==> config.mk <==
export PLATFORM = sky130hd
export DESIGN_NAME = mux4_rr_sched_flat
export DESIGN_NICKNAME = d
export VERILOG_FILES = /design/src/rtl/mux4_sched_pkg.sv /design/src/rtl/mux4_rr_sched_if.sv /design/src/rtl/rr_pick4.sv /design/src/rtl/mux4_rr_sched.sv /design/src/flat_wrapper.sv
export SDC_FILE = /design/constraint.sdc
export NUM_CORES = 1
export LEC_CHECK = 0
export CELL_PAD_IN_SITES_DETAIL_PLACEMENT = 2
export CELL_PAD_IN_SITES_GLOBAL_PLACEMENT = 2
export CORE_MARGIN = 10
export CORE_UTILIZATION = 32
export DETAILED_ROUTE_END_ITERATION = 10
export PLACE_DENSITY = 0.84
export SYNTH_ARGS = -nofsm -noshare
export SYNTH_HDL_FRONTEND = slang
export SYNTH_HIERARCHICAL = 1
export SYNTH_SLANG_ARGS = --single-unit
==> constraint.sdc <==
create_clock -name clk -period 2.7 [get_ports clk]
set_clock_uncertainty 0.05 [all_clocks]
set_input_delay 0.27 -clock clk [delete_from_list [all_inputs] [get_ports clk]]
set_output_delay 0.27 -clock clk [all_outputs]
set_load 0.05 [all_outputs]
==> src/rtl/mux4_sched_pkg.sv <==
// Shared constants and state encoding for the four-way round-robin mux scheduler.
package mux4_sched_pkg;

   localparam int unsigned N_REQ = 4;
   localparam int unsigned SEL_W = 2;
   localparam int unsigned CNT_W = 4;

   typedef enum logic {
      S_IDLE,
      S_GRANT
   } state_t;

endpackage

==> src/rtl/mux4_rr_sched_if.sv <==
// Requester-side bus of the scheduler: requests and data in, grant and mux result out.
interface mux4_rr_sched_if;
   import mux4_sched_pkg::*;

   logic             en;
   logic [N_REQ-1:0] req;
   logic [N_REQ-1:0] din;
   logic [N_REQ-1:0] gnt;
   logic [SEL_W-1:0] sel;
   logic             y;
   logic             valid;
   logic             busy;

   modport master (
      output en, req, din,
      input  gnt, sel, y, valid, busy
   );

   modport slave (
      input  en, req, din,
      output gnt, sel, y, valid, busy
   );

endinterface

==> src/rtl/rr_pick4.sv <==
// Combinational round-robin picker: first requester found searching ptr, ptr+1, ... mod 4.
module rr_pick4
   import mux4_sched_pkg::*;
(
   input  logic [N_REQ-1:0] i_req,
   input  logic [SEL_W-1:0] i_ptr,
   output logic [N_REQ-1:0] o_win,
   output logic [SEL_W-1:0] o_index,
   output logic             o_any
);

   logic [SEL_W-1:0] w_idx;

   // Scan from the lowest priority back to ptr so the last hit is the winner.
   always_comb begin
      w_idx   = '0;
      o_index = '0;
      for (int k = N_REQ - 1; k >= 0; k--) begin
         w_idx = i_ptr + SEL_W'(k);
         if (i_req[w_idx]) begin
            o_index = w_idx;
         end
      end
   end

   assign o_any = |i_req;
   assign o_win = o_any ? (N_REQ'(1) << o_index) : '0;

endmodule

==> src/rtl/mux4_rr_sched.sv <==
// Round-robin scheduler in front of a 4:1 mux: bounded-burst grants and a registered output bit.
module mux4_rr_sched
   import mux4_sched_pkg::*;
#(
   parameter int unsigned MAX_HOLD = 4
) (
   input  logic                    clk,
   input  logic                    rst_n,
   mux4_rr_sched_if.slave          s_if
);

   state_t           r_state;
   logic [SEL_W-1:0] r_ptr;
   logic [CNT_W-1:0] r_cnt;
   logic [N_REQ-1:0] r_gnt;
   logic [SEL_W-1:0] r_sel;
   logic             r_y;
   logic             r_valid;
   logic             r_busy;

   logic [N_REQ-1:0] w_win;
   logic [SEL_W-1:0] w_index;
   logic             w_any;
   logic [SEL_W-1:0] w_pick_ptr;
   logic             w_expire;
   logic             w_drop;

   // On a release the rotated pointer (sel+1) must already apply to the same-edge re-arbitration.
   assign w_pick_ptr = (r_state == S_GRANT) ? r_sel + SEL_W'(1) : r_ptr;
   assign w_expire   = (r_cnt + CNT_W'(1)) == CNT_W'(MAX_HOLD);
   assign w_drop     = ~s_if.req[r_sel];

   rr_pick4 u_pick (
      .i_req   (s_if.req),
      .i_ptr   (w_pick_ptr),
      .o_win   (w_win),
      .o_index (w_index),
      .o_any   (w_any)
   );

   always_ff @(posedge clk or negedge rst_n) begin
      if (!rst_n) begin
         r_state <= S_IDLE;
         r_ptr   <= '0;
         r_cnt   <= '0;
         r_gnt   <= '0;
         r_sel   <= '0;
         r_y     <= 1'b0;
         r_valid <= 1'b0;
         r_busy  <= 1'b0;
      end else begin
         unique case (r_state)
            S_IDLE: begin
               r_valid <= 1'b0;
               if (s_if.en && w_any) begin
                  r_gnt   <= w_win;
                  r_sel   <= w_index;
                  r_cnt   <= '0;
                  r_state <= S_GRANT;
                  r_busy  <= 1'b1;
               end else begin
                  r_gnt <= '0;
               end
            end
            S_GRANT: begin
               if (!s_if.en) begin
                  r_valid <= 1'b0;
                  r_gnt   <= '0;
                  r_ptr   <= r_sel + SEL_W'(1);
                  r_state <= S_IDLE;
                  r_busy  <= 1'b0;
               end else begin
                  if (w_drop) begin
                     r_valid <= 1'b0;
                  end else begin
                     r_y     <= s_if.din[r_sel];
                     r_valid <= 1'b1;
                     r_cnt   <= r_cnt + CNT_W'(1);
                  end
                  // A dropped request releases without capture even if the hold also expired.
                  if (w_drop || w_expire) begin
                     r_ptr <= r_sel + SEL_W'(1);
                     if (w_any) begin
                        r_gnt <= w_win;
                        r_sel <= w_index;
                        r_cnt <= '0;
                     end else begin
                        r_gnt   <= '0;
                        r_state <= S_IDLE;
                        r_busy  <= 1'b0;
                     end
                  end
               end
            end
            default: r_state <= S_IDLE;
         endcase
      end
   end

   assign s_if.gnt   = r_gnt;
   assign s_if.sel   = r_sel;
   assign s_if.y     = r_y;
   assign s_if.valid = r_valid;
   assign s_if.busy  = r_busy;

endmodule

==> src/flat_wrapper.sv <==
// flat-port wrapper written by rule: the top's interface ports become plain ports
module mux4_rr_sched_flat import mux4_sched_pkg::*;
#(
   parameter int unsigned MAX_HOLD = 4
)
  (clk, rst_n, s_if_en, s_if_req, s_if_din, s_if_gnt, s_if_sel, s_if_y, s_if_valid, s_if_busy);
  mux4_rr_sched_if s_if_i ();
  input  logic clk;
  input  logic rst_n;
  input wire logic [$bits(s_if_i.en)-1:0] s_if_en;
  input wire logic [$bits(s_if_i.req)-1:0] s_if_req;
  input wire logic [$bits(s_if_i.din)-1:0] s_if_din;
  output wire logic [$bits(s_if_i.gnt)-1:0] s_if_gnt;
  output wire logic [$bits(s_if_i.sel)-1:0] s_if_sel;
  output wire logic [$bits(s_if_i.y)-1:0] s_if_y;
  output wire logic [$bits(s_if_i.valid)-1:0] s_if_valid;
  output wire logic [$bits(s_if_i.busy)-1:0] s_if_busy;
  assign s_if_i.en = s_if_en;
  assign s_if_i.req = s_if_req;
  assign s_if_i.din = s_if_din;
  assign s_if_gnt = s_if_i.gnt;
  assign s_if_sel = s_if_i.sel;
  assign s_if_y = s_if_i.y;
  assign s_if_valid = s_if_i.valid;
  assign s_if_busy = s_if_i.busy;
  mux4_rr_sched #(.MAX_HOLD(MAX_HOLD)) u_core (.clk(clk), .rst_n(rst_n), .s_if(s_if_i));
endmodule
# --- Word level (Yosys, flattened, before mapping) ---
# Index checks and enable logic that the tools add are counted.
totals:
  regBits: 16
  input_bits: 11
classes:
  n_addsub: 5
  magnitude_cmp: 5
  n_eq_ne: 8
  shifts: 1
  mux: 49
  n_bitwise: 2
  reduce_logical: 8
ops:
  columns: ["op", "count"]
  rows:
  - ["4-bit 2-to-1 mux", 10]
  - ["2-bit 2-to-1 mux", 11]
  - ["1-bit 2-to-1 mux", 16]
  - ["4-bit one-hot mux with 2 select lines", 2]
  - ["2-bit by 3-bit less-than comparator with 1-bit output, second input constant", 5]
  - ["1-bit binary-select mux with 2-bit select", 6]
  - ["2-bit != test, second input constant", 3]
  - ["3-bit != test, second input constant", 2]
  - ["1-bit one-hot mux with 2 select lines", 3]
  - ["3-bit AND reduction", 2]
  - ["2-bit by 1-bit adder with 2-bit output, second input constant", 2]
  - ["2-bit adder, second input constant", 2]
  - ["4-bit by 1-bit adder with 4-bit output, second input constant", 1]
  - ["4-bit by 3-bit == test with 1-bit output, second input constant", 1]
  - ["2-bit by 1-bit != test with 1-bit output, second input constant", 2]
  - ["2-bit one-hot mux with 2 select lines", 1]
  - ["2-bit AND reduction", 2]
  - ["4-bit AND reduction", 1]
  - ["4-bit OR reduction", 1]
  - ["1-bit by 2-bit left shift with 4-bit output, first input constant", 1]
  - ["1-bit NOT", 2]
  - ["1-bit logical AND", 1]
  - ["1-bit logical OR", 1]

# --- Longest topological paths before layout ---
# Gate-level depths: netlist of the first run.
depth:
  word_depth: 15
  depth_mapped: 9
  ltp_nobuf: 7

# --- Modules after synthesis ---
# The synthesis of the first run kept the hierarchy.
by_module_without_submodules:
  columns: ["mod", "n_inst", "cells_each", "area_each_um2", "seq_area_each_um2"]
  rows:
  - ["mux4_rr_sched", 1, 72, 868.3, 400.4]
  - ["rr_pick4", 1, 29, 197.7, 0.0]

# --- Worst setup path after synthesis of the first run ---
# Ideal clock, no wire load.
synth_timing:
  kind: "register to register"
  start: "register u_core.r_sel[0], in the netlist u_core/s_if.sel[0]"
  end: "register u_core.r_gnt[2], in the netlist u_core/s_if.gnt[2]"
  setup_ns: 0.125
  arrival_ns: 2.002
  setup_slack_ns: 0.524
  stages_incl_launch_ff: 9
  n_path_buf: 2
  cell_sequence: "dfrtp_1 buf_6 xnor2_1 a21oi_1 buf_4 nor2b_4 o31a_1 and3_1 mux2_2"
synth_via:
  elab_chain_len: 15
synth_rtl:
  columns: ["element", "line", "text"]
  rows:
  - ["start, declared", "mux4_rr_sched.sv:16", "logic [SEL_W-1:0] r_sel;"]
  - ["start signal, assigned", "mux4_rr_sched.sv:57", "r_sel <= w_index;"]
  - ["start signal, assigned", "mux4_rr_sched.sv:85", "r_sel <= w_index;"]
  - ["2-bit by 1-bit adder with 2-bit output (*)", "mux4_rr_sched.sv:29", "assign w_pick_ptr = (r_state == S_GRANT) ? r_sel + SEL_W'(1) : r_ptr;"]
  - ["2-bit 2-to-1 mux (*)", "mux4_rr_sched.sv:29", null]
  - ["named net u_core.w_pick_ptr[1]", "mux4_rr_sched.sv:24", "logic [SEL_W-1:0] w_pick_ptr;"]
  - ["2-bit adder", "rr_pick4.sv:19", "w_idx = i_ptr + SEL_W'(k);"]
  - ["1-bit binary-select mux with 2-bit select", "rr_pick4.sv:20", "if (i_req[w_idx]) begin"]
  - ["1-bit 2-to-1 mux (not written as such)", "rr_pick4.sv:20", null]
  - ["2-bit 2-to-1 mux (3 in series)", "rr_pick4.sv:20", null]
  - ["2-bit 2-to-1 mux (*)", "rr_pick4.sv:20", null]
  - ["1-bit by 2-bit left shift with 4-bit output (*)", "rr_pick4.sv:27", "assign o_win = o_any ? (N_REQ'(1) << o_index) : '0;"]
  - ["4-bit 2-to-1 mux (*)", "rr_pick4.sv:27", null]
  - ["named net u_core.w_win[2]", "mux4_rr_sched.sv:21", "logic [N_REQ-1:0] w_win;"]
  - ["4-bit 2-to-1 mux", "mux4_rr_sched.sv:83", "if (w_any) begin"]
  - ["4-bit 2-to-1 mux", "mux4_rr_sched.sv:81", "if (w_drop || w_expire) begin"]
  - ["4-bit 2-to-1 mux", "mux4_rr_sched.sv:66", "if (!s_if.en) begin"]
  - ["4-bit one-hot mux with 2 select lines (*)", "mux4_rr_sched.sv:52", "unique case (r_state)"]
  - ["end signal, assigned", "mux4_rr_sched.sv:56", "r_gnt <= w_win;"]
  - ["end signal, assigned", "mux4_rr_sched.sv:84", "r_gnt <= w_win;"]
  - ["end, declared", "mux4_rr_sched.sv:15", "logic [N_REQ-1:0] r_gnt;"]
# The timed path passes the listed nets; every way through them passes the cells marked *. The select of a mux whose other input is x is not followed.
# A chain may end at the register's enable or synchronous reset.

# --- Worst setup path in the final report of the first run ---
# Ends and elaborated chain as after synthesis.

==> results of run 1 <==
registers in the layout (all words and copies together), names as in the netlist:
name and flops:
u_core/r_cnt 4, u_core/r_ptr 2, u_core/r_state 1, u_core/s_if.busy 1, u_core/s_if.gnt 4, u_core/s_if.sel 2
u_core/s_if.valid 1, u_core/s_if.y 1
worst paths after layout:
kind / start / endpoint / cells after the start
max: u_core/s_if.sel[0]$_DFFE_PN0P_ / u_core/s_if.gnt[2]$_DFFE_PN0P_ / 6
min: rst_n / u_core/s_if.valid$_DFF_PN0_ / 1
max reg2reg: u_core/s_if.sel[0]$_DFFE_PN0P_ / u_core/s_if.gnt[2]$_DFFE_PN0P_ / 6
min reg2reg: u_core/s_if.gnt[1]$_DFFE_PN0P_ / u_core/s_if.gnt[1]$_DFFE_PN0P_ / 1
max in group asynchronous: rst_n / u_core/s_if.gnt[1]$_DFFE_PN0P_ / 1
min in group clk: u_core/s_if.gnt[1]$_DFFE_PN0P_ / u_core/s_if.gnt[1]$_DFFE_PN0P_ / 1
cell families after synthesis:
kind of cell | count (synthesis) | synth area share
mux | 12 | 0.151
flops | 16 | 0.376
compound gates | 28 | 0.218
simple gates | 30 | 0.164
buf+inv | 13 | 0.0704
xor+xnor | 1 | 0.00822
fa+ha+maj | 1 | 0.0117
power by group through the flow:
| stage | clock network [mW] | registers (mW) | logic (mW) |
|---|---|---|---|
| 5_1_grt | 0.184 | 0.408 | 0.886 |
| 3_5_place_dp | 0 | 0.400 | 0.821 |
| 4_1_cts | 0.167 | 0.395 | 0.828 |
| 6_report | 0.161 | 0.392 | 0.817 |
| 2_1_floorplan | 0 | 0.525 | 0.502 |
| 3_3_place_gp | 0 | 0.394 | 0.781 |
metal layers:
layer	vias up	GRT usage
met5	-	0
met4	0	0.0274
met3	2	0.0288
met2	17	0.173
met1	444	0.129
li1	411	-
stage by stage:
| step | worst slack (ns) | cell area, um2 | util | hold WS [ns] |
|---|---|---|---|---|
| after floorplan | 0.524 | 1070 | - | -0.0756 |
| after global placement | 0.369 | 1280 | 0.408 | 0.450 |
| after detailed placement | 0.309 | 1280 | 0.408 | 0.448 |
| after CTS | 0.266 | 1310 | 0.420 | 0.395 |
| after global routing | 0.0838 | 1310 | 0.420 | 0.413 |
| final | 0.286 | 1310 | 0.420 | 0.375 |
layout by cell type, fill, tap and decap left out, drive strengths merged, types with 3 or more instances in the layout:
cell type / netlist / layout
nand2: 4 / 4
nand3: 3 / 3
and3: 7 / 7
mux2i: 3 / 3
mux2: 7 / 7
inv: 7 / 7
dfrtp: 16 / 16
nor2: 6 / 6
a21oi: 9 / 9
a31oi: 4 / 4
clkbuf: 2 / 4
clkdlybuf4s50: 0 / 19
layout make-up:
class / count / share of cell area
timing repair buffer: 21 / 0.156
sequential: 16 / 0.305
multi-input combinational: 72 / 0.450
clock buffer: 4 / 0.0276
tap: 44 / 0.0419
inverter: 7 / 0.0200
critical path: cells and delay by family, from the launching register on:
| family | cells | cell delay (ns) |
|---|---|---|
| AOI/OAI and AO/OA | 2 | 0.97 |
| DFF | 1 | 0.49 |
| and+or+nand+nor | 2 | 0.35 |
| muxes | 1 | 0.25 |
| xor gates and xnor gates | 1 | 0.19 |
==> results.yml, run 1 <==
synth:
  synthesis.area_um2: 1070
  syn_avg_cell_area_um2: 10.6
  synth.area.top_cells: "dfrtp_1 38%, mux2_2 6.3%, a21oi_1 4.2%, a31oi_4 4.0%, and3_1 3.5%"
  syn-num-nets: 113
  ys_ff_latch: 16
  synth_cell_types: 40
  netlist_top_cells_count: "16 x dfrtp_1, 9 x a21oi_1, 7 x inv_1"
  synthArstFlopShare: 1.00
  yosys_warnings: 6
  synth_edf_count: 0
  synth_largest_area_cell: "dfrtp_1"
  synth_top_area_frac: 0.376
  yosysMostFrequentCell: "dfrtp_1"
  synthCells: 101
  ys.flop_type: "dfrtp_1"
  yosysSeqAreaShare: 0.376
timing:
  rsz0062_at_grt: "false"
  min_period_ns: 2.41
  finalMaxSlewViolations: 0
  fin_crit_sh: 0.894
  max_slew_margin: 0.449
  finalSetupViolCount: 0
  finalHoldViolCount: 0
  fmax_ghz: 0.414
  tightest_slew_ns: 0.827
  tns_ns: 0
route:
  wl_um: 3010
  vias: 874
  drt_first_pass_iters: 4
  ant_nets: 0
  dr_wl_met3_um: 126
  top_layer: "met4"
  wl_met1_um: 1340
  wl_per_cell_um: 18.4
  dr_wl_met2_um: 1530
  vias_per_cell: 5.33
  first_iter_violations: 34
  drcViolationCount: 0
floorplanning:
  die_area_um2: 6040
  die_w_um: 77.7
  core-area_um2: 3130
  initial_core_util: 0.341
  fp.dieH_um: 77.7
  ios: 20
  std_cell_rows: 20
placed_design:
  gp_congestion: 0.783
  dp_hpwl_um: 2370
  dp_cells: 160
  io_buffers: 19
cts:
  post-cts-setup-buffer-count: 0
  ctsHoldBuffers: 0
  htree_num_levels: 1
  clk_path_buf_depth: 2
  cts_made_buffers: 3
  clk_pin_slew_worst_paths_ns: 0.10
  clkLatencyLatePin_ns: 0.29
  cts_root_buf: "clkbuf_4"
  cts_sinks: 16
  cts_resized: 0
  cts_tree: "built"
grt:
  grt_pass1_wl_um: 5090
  grt_max_degree: 17
  grt_overflow: 0
  antenna_found_initial: 0
  grt_usage: 0.104
  grt_pass1_vias: 939
critical_path:
  critPathCaptureType: "flop"
  worst-setup-path-type: "flop to flop"
  arrival_ns: 2.55
  worst_path_max_delay_cell: "a21oi_1"
  cp.required_ns: 2.83
  ff2ff_setup_slack_ns: 0.29
  cp_max_fo: 10
  slowest_delay_ns: 0.68
  cp-start-kind: "flop"
  crit_chain: "xnor2_1, a21oi_1, nor3b_1, o31a_1, and3_1, mux2_2"
power:
  power_density_nw_per_um2: 1040
  power.switching_mw: 0.631
  power_frac_clock: 0.117
  combPwrFrac: 0.596
  p_seq_frac: 0.286
  p_sw_frac: 0.461
  leakage_nw: 0.568
  intPower_mw: 0.739
  ir_worst_vdd_uv: 357
  total_power_mw: 1.37
final_layout:
  finalNonFillerCells: 164
  area_delta_synth_final_pct: 23.2
  finalNetCount: 133
  multi_input_area_um2: 591
  diodes: 0
  n_fill_cell: 349
  drive_above_1_share: 0.208
  ff_latch_area_um2: 400
job:
  drv_cap: 0
worst_hold_path:
  holdCritPathClass: "input pin to asynchronous set/reset pin"
status:
  status: "completed"
Note: power is estimated with default switching activity, not from simulation.
==> run 2, diff against run 1 <==
--- a/config.mk
+++ b/config.mk
@@ -10,7 +10,7 @@
 export CORE_MARGIN = 10
 export CORE_UTILIZATION = 32
 export DETAILED_ROUTE_END_ITERATION = 10
-export PLACE_DENSITY = 0.84
+export PLACE_DENSITY = 0.85
 export SYNTH_ARGS = -nofsm -noshare
 export SYNTH_HDL_FRONTEND = slang
 export SYNTH_HIERARCHICAL = 1
==> results.yml, run 2 (same netlist as run 1, synthesis figures left out) <==
status:
  status: "completed"
timing:
  tightest_slew_ns: 0.791
  setup_ws_ns: 0.306
  fmax_ghz: 0.418
  fin_crit_sh: 0.887
  hold-worst-slack_ns: 0.382
  min_period_ns: 2.39
  rsz0062_at_grt: "false"
  finalSetupViolCount: 0
  finalHoldViolCount: 0
  finalMaxSlewViolations: 0
  max_slew_margin: 0.471
  tns_ns: 0
floorplanning:
  die_w_um: 77.7
  die_area_um2: 6040
  core-area_um2: 3130
  fp.dieH_um: 77.7
  ios: 20
  std_cell_rows: 20
  initial_core_util: 0.341
placed_design:
  dp_cells: 162
  dpl_cell_area_um2: 1290
  io_buffers: 19
  dp_hpwl_um: 2590
  gp_congestion: 0.753
  place_ws_ns: 0.223
power:
  leakage_nw: 0.577
  ir_worst_vdd_uv: 306
  power_density_nw_per_um2: 1040
  total_power_mw: 1.38
route:
  drcViolationCount: 0
  drt_first_pass_iters: 4
  vias_per_cell: 5.45
  ant_nets: 0
  first_iter_violations: 32
  wl_per_cell_um: 20.1
  wl_um: 3340
  vias: 904
final_layout:
  diodes: 0
  drive_above_1_share: 0.221
  fin_area_um2: 1330
  finalNonFillerCells: 166
  finalNetCount: 135
  area_delta_synth_final_pct: 24.6
  final_common_cell: "clkdlybuf4s50_1"
  final_cell_mix: "19 x clkdlybuf4s50_1, 16 x dfrtp_1, 9 x a21oi_1, 7 x inv_1"
  post-route-util: 0.425
grt:
  antenna_found_initial: 0
  grt_pass1_vias: 1001
  grt_pass1_wl_um: 5440
  grt_overflow: 0
  grt_usage: 0.111
  grt_max_degree: 17
cts:
  clkLatencyLatePin_ns: 0.29
  cts_tree: "built"
  cts_made_buffers: 3
  htree_num_levels: 1
  cts_root_buf: "clkbuf_4"
  cts_sinks: 16
  clk_pin_slew_worst_paths_ns: 0.10
  cts_resized: 0
  post-cts-setup-buffer-count: 0
  ctsHoldBuffers: 0
  clk_path_buf_depth: 2
job:
  drv_cap: 0
worst_hold_path:
  holdCritPathClass: "input pin to asynchronous set/reset pin"
critical_path:
  arrival_ns: 2.52
  worst-setup-path-type: "flop to flop"
  cp-start-kind: "flop"
  cp.required_ns: 2.83
  cp_max_fo: 10
  critPathCaptureType: "flop"
==> run 2: cell types whose count changed in the layout (fill, tap and decap cells not counted) <==
cell / delta
buf_4: +2
==> run 2: per-layer routing <==
metal | vias to the layer above | GRT usage | wire length (um)
met5 | - | 0 | 0
met4 | 0 | 0.0292 | 41
met3 | 4 | 0.0276 | 128
met2 | 17 | 0.191 | 1720
met1 | 470 | 0.132 | 1450
li1 | 413 | - | -
==> run 2: worst paths after layout <==
kind | start | to | slack [ns] | depth (start not counted)
max | u_core/s_if.sel[0]$_DFFE_PN0P_ | u_core/s_if.gnt[2]$_DFFE_PN0P_ | 0.31 | 6
min | rst_n | u_core/r_ptr[0]$_DFFE_PN0P_ | 0.38 | 1
max reg2reg | u_core/s_if.sel[0]$_DFFE_PN0P_ | u_core/s_if.gnt[2]$_DFFE_PN0P_ | 0.31 | 6
min reg2reg | u_core/s_if.gnt[3]$_DFFE_PN0P_ | u_core/s_if.gnt[3]$_DFFE_PN0P_ | 0.49 | 1
max in group asynchronous | rst_n | u_core/r_cnt[0]$_DFFE_PN0P_ | 1.73 | 1
min in group clk | u_core/s_if.gnt[3]$_DFFE_PN0P_ | u_core/s_if.gnt[3]$_DFFE_PN0P_ | 0.49 | 1
==> run 2: layout make-up <==
type                       count  area, um2
fill                         337       1800
multi-input combinational     72        591
sequential                    16        400
timing repair buffer          23        220
tap                           44       55.1
clock buffer                   4       36.3
inverter                       7       26.3
==> run 2: power breakdown <==
| part | leakage (nW) | total [mW] | internal [mW] | switching (mW) |
|---|---|---|---|---|
| registers | 0.204 | 0.394 | 0.317 | 0.0772 |
| logic | 0.352 | 0.823 | 0.342 | 0.482 |
| clock network | 0.0210 | 0.164 | 0.0820 | 0.0822 |
| total | 0.577 | 1.38 | 0.741 | 0.641 |
==> run 2: worst max-delay path: stages (launching register included) <==
cell and delay (ns):
dfrtp_1 0.48, xnor2_1 0.19, a21oi_1 0.63, nor3b_1 0.17, o31a_1 0.29, and3_1 0.19, mux2_2 0.28
==> run 3, diff against run 2 <==
--- a/config.mk
+++ b/config.mk
@@ -5,6 +5,7 @@
 export SDC_FILE = /design/constraint.sdc
 export NUM_CORES = 1
 export LEC_CHECK = 0
+export CAP_MARGIN = 20
 export CELL_PAD_IN_SITES_DETAIL_PLACEMENT = 2
 export CELL_PAD_IN_SITES_GLOBAL_PLACEMENT = 2
 export CORE_MARGIN = 10
@@ -15,3 +16,4 @@
 export SYNTH_HDL_FRONTEND = slang
 export SYNTH_HIERARCHICAL = 1
 export SYNTH_SLANG_ARGS = --single-unit
+export TNS_END_PERCENT = 10
==> results of run 3 <==
Same layout as run 2: the final DEF is identical, and so are final timing and power.
